## src/rtl/main_dec_pipe.sv

```systemverilog
// rtl/main_dec_pipe.sv - MIPS32 main decoder stage with registered output and mul/div busy tracking.
// Build option MAIN_DEC_RI_EXC_EN: flag undefined encodings on ri_exc instead of tying it to 0.
module main_dec_pipe #(
   parameter int CTRL_W  = 10,
   parameter int ALUOP_W = 4,
   parameter int MUL_LAT = 4,
   parameter int DIV_LAT = 16
) (
   input  logic               clk,
   input  logic               rst_n,
   input  logic               in_valid,
   input  logic [31:0]        inst,
   output logic               in_ready,
   input  logic               flush,
   input  logic               out_ready,
   output logic               out_valid,
   output logic [CTRL_W-1:0]  ctrl,
   output logic [ALUOP_W-1:0] aluop,
   output logic               md_busy,
   output logic               ri_exc
);

   localparam logic [5:0] OP_RTYPE  = 6'b000000;
   localparam logic [5:0] OP_REGIMM = 6'b000001;
   localparam logic [5:0] OP_J      = 6'b000010;
   localparam logic [5:0] OP_BEQ    = 6'b000100;
   localparam logic [5:0] OP_BNE    = 6'b000101;
   localparam logic [5:0] OP_BLEZ   = 6'b000110;
   localparam logic [5:0] OP_BGTZ   = 6'b000111;
   localparam logic [5:0] OP_ADDI   = 6'b001000;
   localparam logic [5:0] OP_ADDIU  = 6'b001001;
   localparam logic [5:0] OP_SLTI   = 6'b001010;
   localparam logic [5:0] OP_SLTIU  = 6'b001011;
   localparam logic [5:0] OP_ANDI   = 6'b001100;
   localparam logic [5:0] OP_ORI    = 6'b001101;
   localparam logic [5:0] OP_XORI   = 6'b001110;
   localparam logic [5:0] OP_LUI    = 6'b001111;
   localparam logic [5:0] OP_LW     = 6'b100011;
   localparam logic [5:0] OP_SW     = 6'b101011;

   localparam logic [4:0] RT_BLTZ   = 5'b00000;
   localparam logic [4:0] RT_BGEZ   = 5'b00001;

   localparam logic [5:0] F_SLL     = 6'b000000;
   localparam logic [5:0] F_SRL     = 6'b000010;
   localparam logic [5:0] F_SRA     = 6'b000011;
   localparam logic [5:0] F_SLLV    = 6'b000100;
   localparam logic [5:0] F_SRLV    = 6'b000110;
   localparam logic [5:0] F_SRAV    = 6'b000111;
   localparam logic [5:0] F_MFHI    = 6'b010000;
   localparam logic [5:0] F_MFLO    = 6'b010010;
   localparam logic [5:0] F_MULT    = 6'b011000;
   localparam logic [5:0] F_MULTU   = 6'b011001;
   localparam logic [5:0] F_DIV     = 6'b011010;
   localparam logic [5:0] F_DIVU    = 6'b011011;
   localparam logic [5:0] F_ADD     = 6'b100000;
   localparam logic [5:0] F_ADDU    = 6'b100001;
   localparam logic [5:0] F_SUB     = 6'b100010;
   localparam logic [5:0] F_SUBU    = 6'b100011;
   localparam logic [5:0] F_AND     = 6'b100100;
   localparam logic [5:0] F_OR      = 6'b100101;
   localparam logic [5:0] F_XOR     = 6'b100110;
   localparam logic [5:0] F_NOR     = 6'b100111;
   localparam logic [5:0] F_SLT     = 6'b101010;
   localparam logic [5:0] F_SLTU    = 6'b101011;

   localparam logic [3:0] ALUOP_NOP   = 4'd0;
   localparam logic [3:0] ALUOP_RTYPE = 4'd1;
   localparam logic [3:0] ALUOP_ADD   = 4'd2;
   localparam logic [3:0] ALUOP_SUB   = 4'd3;
   localparam logic [3:0] ALUOP_AND   = 4'd4;
   localparam logic [3:0] ALUOP_OR    = 4'd5;
   localparam logic [3:0] ALUOP_XOR   = 4'd6;
   localparam logic [3:0] ALUOP_LUI   = 4'd7;
   localparam logic [3:0] ALUOP_SLT   = 4'd8;
   localparam logic [3:0] ALUOP_SLTU  = 4'd9;
   localparam logic [3:0] ALUOP_ADDU  = 4'd10;

   // {hilowrite, jump, branch, alusrc, memwrite, memtoreg, regwrite, regdst, hiloread, mdstart}
   localparam logic [9:0] INST_CON_RTYPE  = 10'b00_0000_1100;
   localparam logic [9:0] INST_CON_MULDIV = 10'b10_0000_0001;
   localparam logic [9:0] INST_CON_MFHILO = 10'b00_0000_1110;
   localparam logic [9:0] INST_CON_IMM    = 10'b00_0100_1000;
   localparam logic [9:0] INST_CON_LW     = 10'b00_0101_1000;
   localparam logic [9:0] INST_CON_SW     = 10'b00_0110_0000;
   localparam logic [9:0] INST_CON_BRANCH = 10'b00_1000_0000;
   localparam logic [9:0] INST_CON_J      = 10'b01_0000_0000;

   logic [5:0] op;
   logic [5:0] funct;
   logic [4:0] rt;
   logic [9:0] dec_ctrl;
   logic [3:0] dec_aluop;
   logic       dec_undef;
   logic       hazard;
   logic       stage_free;
   logic       accept;
   logic [7:0] busy_cnt;
   logic [7:0] md_lat;

   assign op    = inst[31:26];
   assign funct = inst[5:0];
   assign rt    = inst[20:16];

   always_comb begin
      dec_ctrl  = '0;
      dec_aluop = ALUOP_NOP;
      dec_undef = 1'b0;
      unique case (op)
         OP_RTYPE: begin
            unique case (funct)
               F_ADD, F_ADDU, F_SUB, F_SUBU, F_AND, F_OR, F_XOR, F_NOR,
               F_SLT, F_SLTU, F_SLL, F_SRL, F_SRA, F_SLLV, F_SRLV, F_SRAV: begin
                  dec_ctrl  = INST_CON_RTYPE;
                  dec_aluop = ALUOP_RTYPE;
               end
               F_MFHI, F_MFLO: begin
                  dec_ctrl  = INST_CON_MFHILO;
                  dec_aluop = ALUOP_RTYPE;
               end
               F_MULT, F_MULTU, F_DIV, F_DIVU: begin
                  dec_ctrl  = INST_CON_MULDIV;
                  dec_aluop = ALUOP_RTYPE;
               end
               default: dec_undef = 1'b1;
            endcase
         end
         OP_REGIMM: begin
            if (rt == RT_BLTZ || rt == RT_BGEZ) begin
               dec_ctrl  = INST_CON_BRANCH;
               dec_aluop = ALUOP_SUB;
            end else begin
               dec_undef = 1'b1;
            end
         end
         OP_BEQ, OP_BNE, OP_BLEZ, OP_BGTZ: begin
            dec_ctrl  = INST_CON_BRANCH;
            dec_aluop = ALUOP_SUB;
         end
         OP_J: begin
            dec_ctrl  = INST_CON_J;
            dec_aluop = ALUOP_NOP;
         end
         OP_ADDI:  begin dec_ctrl = INST_CON_IMM; dec_aluop = ALUOP_ADD;  end
         OP_ADDIU: begin dec_ctrl = INST_CON_IMM; dec_aluop = ALUOP_ADDU; end
         OP_SLTI:  begin dec_ctrl = INST_CON_IMM; dec_aluop = ALUOP_SLT;  end
         OP_SLTIU: begin dec_ctrl = INST_CON_IMM; dec_aluop = ALUOP_SLTU; end
         OP_ANDI:  begin dec_ctrl = INST_CON_IMM; dec_aluop = ALUOP_AND;  end
         OP_ORI:   begin dec_ctrl = INST_CON_IMM; dec_aluop = ALUOP_OR;   end
         OP_XORI:  begin dec_ctrl = INST_CON_IMM; dec_aluop = ALUOP_XOR;  end
         OP_LUI:   begin dec_ctrl = INST_CON_IMM; dec_aluop = ALUOP_LUI;  end
         OP_LW:    begin dec_ctrl = INST_CON_LW;  dec_aluop = ALUOP_ADD;  end
         OP_SW:    begin dec_ctrl = INST_CON_SW;  dec_aluop = ALUOP_ADD;  end
         default:  dec_undef = 1'b1;
      endcase
   end

   // A second mul/div op or a HI/LO read must wait until the unit drains.
   assign hazard     = md_busy & (dec_ctrl[1] | dec_ctrl[0]);
   assign stage_free = ~out_valid | out_ready;
   assign in_ready   = stage_free & ~flush & ~hazard;
   assign accept     = in_valid & in_ready;
   assign md_lat     = (funct == F_DIV || funct == F_DIVU) ? 8'(DIV_LAT) : 8'(MUL_LAT);
   assign md_busy    = (busy_cnt != 8'd0);

   always_ff @(posedge clk or negedge rst_n) begin
      if (!rst_n) begin
         out_valid <= 1'b0;
         ctrl      <= '0;
         aluop     <= '0;
      end else if (accept) begin
         out_valid <= 1'b1;
         ctrl      <= CTRL_W'(dec_ctrl);
         aluop     <= ALUOP_W'(dec_aluop);
      end else if (out_ready || flush) begin
         out_valid <= 1'b0;
      end
   end

   always_ff @(posedge clk or negedge rst_n) begin
      if (!rst_n) begin
         busy_cnt <= 8'd0;
      end else if (accept && dec_ctrl[0]) begin
         busy_cnt <= md_lat;
      end else if (busy_cnt != 8'd0) begin
         busy_cnt <= busy_cnt - 8'd1;
      end
   end

`ifdef MAIN_DEC_RI_EXC_EN
   always_ff @(posedge clk or negedge rst_n) begin
      if (!rst_n) begin
         ri_exc <= 1'b0;
      end else if (accept) begin
         ri_exc <= dec_undef;
      end
   end

   logic unused_inst;
   assign unused_inst = ^{inst[25:21], inst[15:6]};
`else
   assign ri_exc = 1'b0;

   logic unused_inst;
   assign unused_inst = ^{inst[25:21], inst[15:6], dec_undef};
`endif

endmodule

```

## config.mk

```make
export PLATFORM = sky130hd
export DESIGN_NAME = main_dec_pipe
export DESIGN_NICKNAME = d
export VERILOG_FILES = /design/src/rtl/main_dec_pipe.sv
export SDC_FILE = /design/constraint.sdc
export NUM_CORES = 1
export LEC_CHECK = 0
export CORE_UTILIZATION = 42
export DETAILED_ROUTE_END_ITERATION = 10
export PLACE_DENSITY = 0.8
export SKIP_CTS_REPAIR_TIMING = 1
export SLEW_MARGIN = 20
export SYNTH_ARGS = -nofsm -noshare
export SYNTH_HDL_FRONTEND = slang
export SYNTH_SLANG_ARGS = --single-unit
```

## constraint.sdc

```tcl
create_clock -name clk -period 2.4 [get_ports clk]
set_clock_uncertainty 0.1 [all_clocks]
set_input_delay 0.24 -clock clk [delete_from_list [all_inputs] [get_ports clk]]
set_output_delay 0.24 -clock clk [all_outputs]
set_load 0.1 [all_outputs]
```

==> results of run 1 <==
[registers in the layout, summed over array words and instances, names as in the netlist]
register / cells
aluop: 4
out_valid: 1
ctrl: 9
busy_cnt: 8
[power by group]
| group | leakage, uW | internal [uW] | total, uW | switching, uW |
|---|---|---|---|---|
| sequential | 0.000290 | 448 | 543 | 94.6 |
| combinational | 0.000546 | 272 | 592 | 320 |
| clock | 0.0000279 | 169 | 285 | 116 |
[stage by stage]
stage               instances  setup TNS, ns  cell area (um^2)  setup WS [ns]  utilization [%]
floorplan                 135         -0.268              1280         -0.268                -
global placement          208              0              1720          0.118             61.4
finish                    223         -0.452              1900         -0.173             67.6
CTS                       212         -0.367              1780         -0.226             63.3
global route              223          -1.04              1900         -0.275             67.6
detailed placement        208              0              1720         0.0824             61.4
[logic make-up after synthesis]
family,after synthesis
adders and majority gates,1
muxes,2
DFF,22
AOI/OAI and AO/OA,34
buffers and inverters,13
xor gates and xnor gates,2
other,1
and+or+nand+nor,60
[metal layers]
metal  GRT usage, %  routed length (um)
met1           24.2                1320
met2           34.8                1640
met3           4.15                 149
met4           5.57                  59
met5              0                   0
[cells in the mapped netlist, types with 3 or more instances]
| library cell | n | area, um^2 |
|---|---|---|
| sky130_fd_sc_hd__clkbuf_1 | 3 | 11.3 |
| sky130_fd_sc_hd__a21oi_1 | 4 | 20.0 |
| sky130_fd_sc_hd__o21ai_0 | 10 | 50.1 |
| sky130_fd_sc_hd__inv_1 | 5 | 18.8 |
| sky130_fd_sc_hd__nor3_1 | 6 | 30.0 |
| sky130_fd_sc_hd__dfrtp_1 | 22 | 551 |
| sky130_fd_sc_hd__or3_1 | 3 | 18.8 |
| sky130_fd_sc_hd__a21o_1 | 3 | 22.5 |
| sky130_fd_sc_hd__o41ai_1 | 3 | 26.3 |
| sky130_fd_sc_hd__buf_4 | 3 | 22.5 |
| sky130_fd_sc_hd__nand3_1 | 3 | 15.0 |
| sky130_fd_sc_hd__nand2b_1 | 3 | 18.8 |
| sky130_fd_sc_hd__nand2_1 | 17 | 63.8 |
| sky130_fd_sc_hd__nor2_1 | 12 | 45.0 |
[worst max-delay path by stage]
stage / from / to / slack, ns
finish: busy_cnt[1]$_DFFE_PN0P_ / md_busy / -0.17
global route: busy_cnt[1]$_DFFE_PN0P_ / in_ready / -0.27
global placement: inst[29] / in_ready / 0.12
floorplan: busy_cnt[0]$_DFFE_PN0P_ / in_ready / -0.27
CTS: busy_cnt[0]$_DFFE_PN0P_ / in_ready / -0.23
detailed placement: inst[29] / ctrl[5]$_DFFE_PN0P_ / 0.08
[worst max-delay path, delay by kind of cell, from the launching register on]
| kind | cells | cell delay (ns) |
|---|---|---|
| buf+inv | 5 | 0.54 |
| flops | 1 | 0.42 |
| fa+ha+maj | 1 | 0.13 |
| simple gates | 2 | 0.82 |
[final cells by class]
type | count | area, um^2 | area share, %
Sequential cell | 22 | 551 | 29.0
Inverter | 5 | 21.3 | 1.12
Clock inverter | 1 | 30.0 | 1.58
Timing Repair Buffer | 61 | 553 | 29.2
Multi-Input combinational cell | 100 | 679 | 35.8
Clock buffer | 3 | 22.5 | 1.19
Tap cell | 31 | 38.8 | 2.05
==> flow_summary.json, run 1 <==
{
  "status": "complete, but fails checks",
  "failing_checks": "DRC, setup timing",
  "cts.htree.levels": 1,
  "total_routed_length_um": 3170,
  "die-width_um": 56.9,
  "total_cts_buffers": 3,
  "dieHeight_um": 56.9,
  "num_vias": 1233,
  "layout.cells.most_common": "sky130_fd_sc_hd__buf_4",
  "timing.final.crit_share_pct": 107,
  "combinational_family_with_the_most_area_after_synthesis": "simple AND/OR/NAND/NOR gates",
  "cp_max_fo": 3,
  "reg2reg_slack_ns": -0.06,
  "worst_setup_hold_path_clk_slew_ns": 0.13,
  "worstPathCellList": "inv_2 -> ha_4 -> or4b_4 -> nor4_4 -> buf_4 -> buf_6 -> inv_4 -> buf_12",
  "final_critical_path_setup_slack_ns": -0.173,
  "diodes": 0,
  "grt.total_usage_pct": 19.7,
  "netlist_area_um2": 1270,
  "worst_ir_drop_vdd_mv": 0.341,
  "synth_mux_area_share_pct": 1.78,
  "route.detailed.drc": 2,
  "crit_required_ns": 2.06,
  "p_per_area_nw_per_um2": 749,
  "post_synth.cell_area_avg_um2": 9.38,
  "fillers": 234,
  "fin_crit_period_ns": 2.57,
  "setup.worst_path.start_class": "register",
  "mappedNetlistNets": 173,
  "floorplan.initialDensity_pct": 45.1,
  "vias_per_cell": 5.53,
  "max-clock-path-buffers": 2,
  "cts.sinks": 22,
  "pin_count_of_the_biggest_net_entering_global_routing": 25,
  "synth_compound_area_share_pct": 19.2,
  "report.final.setup_viol": 5,
  "design_power_total_uw": 1420,
  "globalRouteOverflowTotal": 0,
  "ys_ff_latch": 22,
  "count_of_warnings_emitted_by_yosys": 0,
  "cpMaxStageDelayCell": "sky130_fd_sc_hd__or4b_4",
  "pin_count": 55,
  "hpwlAfterDp_um": 2270,
  "routabilityCongestion": 0.849,
  "post_synth_fa_ha_maj_area_fraction_pct": 0.988,
  "hold_path_class": "in2async",
  "grt_antenna_before_repair": 0,
  "ys_dominant_reg_cell": "sky130_fd_sc_hd__dfrtp_1",
  "crit_path_end_kind": "output pin",
  "synth_simple_gate_area_share_pct": 27.0,
  "clock.fmax_ghz": 0.389,
  "critical_path.max_stage_delay_ns": 0.47,
  "vias_in_the_first_global_route": 1192,
  "final_cell_mix": "sky130_fd_sc_hd__buf_4 (36), sky130_fd_sc_hd__dfrtp_1 (22), sky130_fd_sc_hd__clkdlybuf4s50_1 (20)",
  "xor_and_xnor_area_share_after_synthesis_pct": 1.38,
  "portBuffers": 37,
  "rows": 19,
  "static-leakage-power_uw": 0.000864,
  "detail-route-antenna-nets": 0,
  "area.growth.synth_to_final_pct": 49.7,
  "synth_edf_count": 0,
  "rsz0062_at_grt": "yes",
  "synth_cell_type_count": 40,
  "holdWs_ns": 0.166,
  "drt_pass1_iterations": 8,
  "first_iter_violations": 75,
  "clock_tree_from_tritoncts": "yes",
  "synth.yosys.seq_area_share_pct": 43.5,
  "share_of_post_route_cells_with_drive_strength_above_1_pct": 31.8,
  "fp.coreArea_um2": 2810,
  "clock_insertion_delay_worst_skew_ns": 0.30,
  "maxSlewViolCount": 0,
  "timing.max_cap.violations": 0,
  "grt_first_pass_wirelength_um": 5040,
  "synth_cells": 135,
  "dieArea_um2": 3240,
  "critical_path.reg2reg.startpoint": "busy_cnt[1]$_DFFE_PN0P_",
  "worst-r2r-cell-count": 10,
  "async_reset_ff_share_pct": 100,
  "worstReg2RegEnd": "busy_cnt[4]$_DFFE_PN0P_",
  "crit_type": "reg2out",
  "critPathArrivalTime_ns": 2.23,
  "clk_root_buffer_cell": "sky130_fd_sc_hd__clkbuf_4",
  "number_of_hold_slack_violations_in_the_final_timing_report": 0,
  "finish.net_count": 231,
  "average_routed_wire_per_standard_cell_um": 14.2
}
Note: power is estimated with default switching activity, not from simulation.
==> run 2: changes to the inputs <==
--- a/config.mk
+++ b/config.mk
@@ -5,6 +5,7 @@
 export SDC_FILE = /design/constraint.sdc
 export NUM_CORES = 1
 export LEC_CHECK = 0
+export CAP_MARGIN = 0
 export CORE_UTILIZATION = 42
 export DETAILED_ROUTE_END_ITERATION = 10
 export PLACE_DENSITY = 0.8
==> results of run 2 <==
Same layout as run 1: the final DEF is identical, and so are final timing and power.
==> run 3: changes to the inputs <==
--- a/config.mk
+++ b/config.mk
@@ -6,9 +6,10 @@
 export NUM_CORES = 1
 export LEC_CHECK = 0
 export CAP_MARGIN = 0
-export CORE_UTILIZATION = 42
+export CORE_MARGIN = 4
+export CORE_UTILIZATION = 25
 export DETAILED_ROUTE_END_ITERATION = 10
-export PLACE_DENSITY = 0.8
+export REMOVE_ABC_BUFFERS = 1
 export SKIP_CTS_REPAIR_TIMING = 1
 export SLEW_MARGIN = 20
 export SYNTH_ARGS = -nofsm -noshare
==> run 3 against run 2 <==
The flow finishes with violations (setup timing). Sequential share of layout area shrank 0.15 points. Critical path depth is the same. Register-to-register slack is essentially flat. Global-route usage shrank 9.3 points.
==> flow_summary.json, run 3 (same netlist as run 1, synthesis figures left out) <==
{
  "maxSlewViolCount": 0,
  "layout.cells.most_common": "sky130_fd_sc_hd__buf_4",
  "timing.max_cap.violations": 0,
  "dieHeight_um": 79.2,
  "crit_required_ns": 2.06,
  "drt_pass1_iterations": 4,
  "pin_count": 55,
  "share_of_post_route_cells_with_drive_strength_above_1_pct": 31.4,
  "worst_ir_drop_vdd_mv": 0.275,
  "grt_antenna_before_repair": 0,
  "fp.coreArea_um2": 4820,
  "grt_first_pass_wirelength_um": 5260,
  "total_routed_length_um": 3130,
  "critPathArrivalTime_ns": 2.15,
  "number_of_hold_slack_violations_in_the_final_timing_report": 0,
  "crit_path_end_kind": "output pin",
  "cts.htree.levels": 1,
  "num_vias": 1185,
  "layout.core_utilization_pct": 39.6,
  "pin_count_of_the_biggest_net_entering_global_routing": 23,
  "final_cell_mix": "sky130_fd_sc_hd__buf_4 (34), sky130_fd_sc_hd__dfrtp_1 (22), sky130_fd_sc_hd__clkdlybuf4s50_1 (20)",
  "finalInstanceArea_um2": 1910,
  "fin_crit_period_ns": 2.49,
  "final_critical_path_setup_slack_ns": -0.0907,
  "detail-route-antenna-nets": 0,
  "cp_max_fo": 5,
  "dieArea_um2": 6270,
  "static-leakage-power_uw": 0.000849,
  "die-width_um": 79.2,
  "setup.worst_path.start_class": "register",
  "clk_root_buffer_cell": "sky130_fd_sc_hd__clkbuf_8",
  "finish.net_count": 228,
  "diodes": 0,
  "area.growth.synth_to_final_pct": 50.5,
  "largest_register_ff_count": 9,
  "top_register": "ctrl",
  "status": "complete, but fails checks",
  "max-clock-path-buffers": 2,
  "holdWs_ns": 0.218,
  "failing_checks": "setup timing",
  "globalRouteOverflowTotal": 0,
  "floorplan.initialDensity_pct": 26.3,
  "report.final.setup_viol": 7,
  "vias_in_the_first_global_route": 1137,
  "dp.cells": 247,
  "clock.fmax_ghz": 0.401,
  "crit_type": "reg2out",
  "placement.setup.worst_slack_ns": 0.0116,
  "first_iter_violations": 115,
  "finalNonFillerCells": 255,
  "clock_tree_from_tritoncts": "yes",
  "vias_per_cell": 4.65,
  "portBuffers": 37,
  "timing.final.crit_share_pct": 104,
  "hold_path_class": "in2async",
  "average_routed_wire_per_standard_cell_um": 12.3,
  "rows": 25,
  "p_per_area_nw_per_um2": 694,
  "clock_insertion_delay_worst_skew_ns": 0.26,
  "routabilityCongestion": 0.735,
  "post_dp_cell_area_um2": 1780,
  "route.detailed.drc": 0,
  "cts.sinks": 22,
  "grt.total_usage_pct": 10.4,
  "largest_regs": "ctrl (9), busy_cnt (8), aluop (4)",
  "rsz0062_at_grt": "yes",
  "worst-r2r-cell-count": 9,
  "hpwlAfterDp_um": 2400,
  "total_cts_buffers": 3,
  "worst_setup_hold_path_clk_slew_ns": 0.08
}
run 3: metal layers:
layer | GRT usage [%] | up-vias | part of all wire, %
li1 | - | 600 | -
met1 | 15.0 | 554 | 48
met2 | 15.3 | 27 | 44
met3 | 2.27 | 4 | 5.8
met4 | 3.61 | 0 | 1.5
met5 | 0 | - | 0
run 3: layout make-up:
type / instances / area [um^2]
fillers: 514 / 2910
multi-input cells: 100 / 682
flip-flops and latches: 22 / 551
repair buffers: 58 / 527
well taps: 67 / 83.8
clock buffers: 3 / 41.3
inverters: 5 / 21.3
run 3: worst max-delay path, cell delays in order, from the launching register on:
cell and delay, ns:
sky130_fd_sc_hd__dfrtp_1 0.39, sky130_fd_sc_hd__inv_2 0.07, sky130_fd_sc_hd__ha_2 0.18, sky130_fd_sc_hd__or4b_4 0.49, sky130_fd_sc_hd__nor4_4 0.26, sky130_fd_sc_hd__buf_4 0.18
sky130_fd_sc_hd__buf_6 0.12, sky130_fd_sc_hd__inv_4 0.03, sky130_fd_sc_hd__buf_12 0.15
run 3: worst paths after layout:
path | from | to | slack [ns]
max in group asynchronous | rst_n | aluop[1]$_DFFE_PN0P_ | 1.75
min | rst_n | busy_cnt[0]$_DFFE_PN0P_ | 0.22
max | busy_cnt[0]$_DFFE_PN0P_ | md_busy | -0.09
max reg2reg | busy_cnt[0]$_DFFE_PN0P_ | ctrl[2]$_DFFE_PN0P_ | -0.06
min reg2reg | ctrl[8]$_DFFE_PN0P_ | ctrl[8]$_DFFE_PN0P_ | 0.38
min in group clk | ctrl[8]$_DFFE_PN0P_ | ctrl[8]$_DFFE_PN0P_ | 0.38
run 3: report_power, final:
| part | total (uW) | leakage (uW) | internal, uW | switching (uW) |
|---|---|---|---|---|
| clock network | 229 | 0.0000216 | 112 | 117 |
| registers | 535 | 0.000290 | 449 | 86.7 |
| logic | 558 | 0.000538 | 254 | 304 |
run 3: metrics by stage:
step,setup TNS (ns),total power [uW]
finish,-0.434,1320
global route,-1.53,1420
CTS,-0.341,1270
detailed placement,0,1050
global placement,0,1030
floorplan,-1.74,865
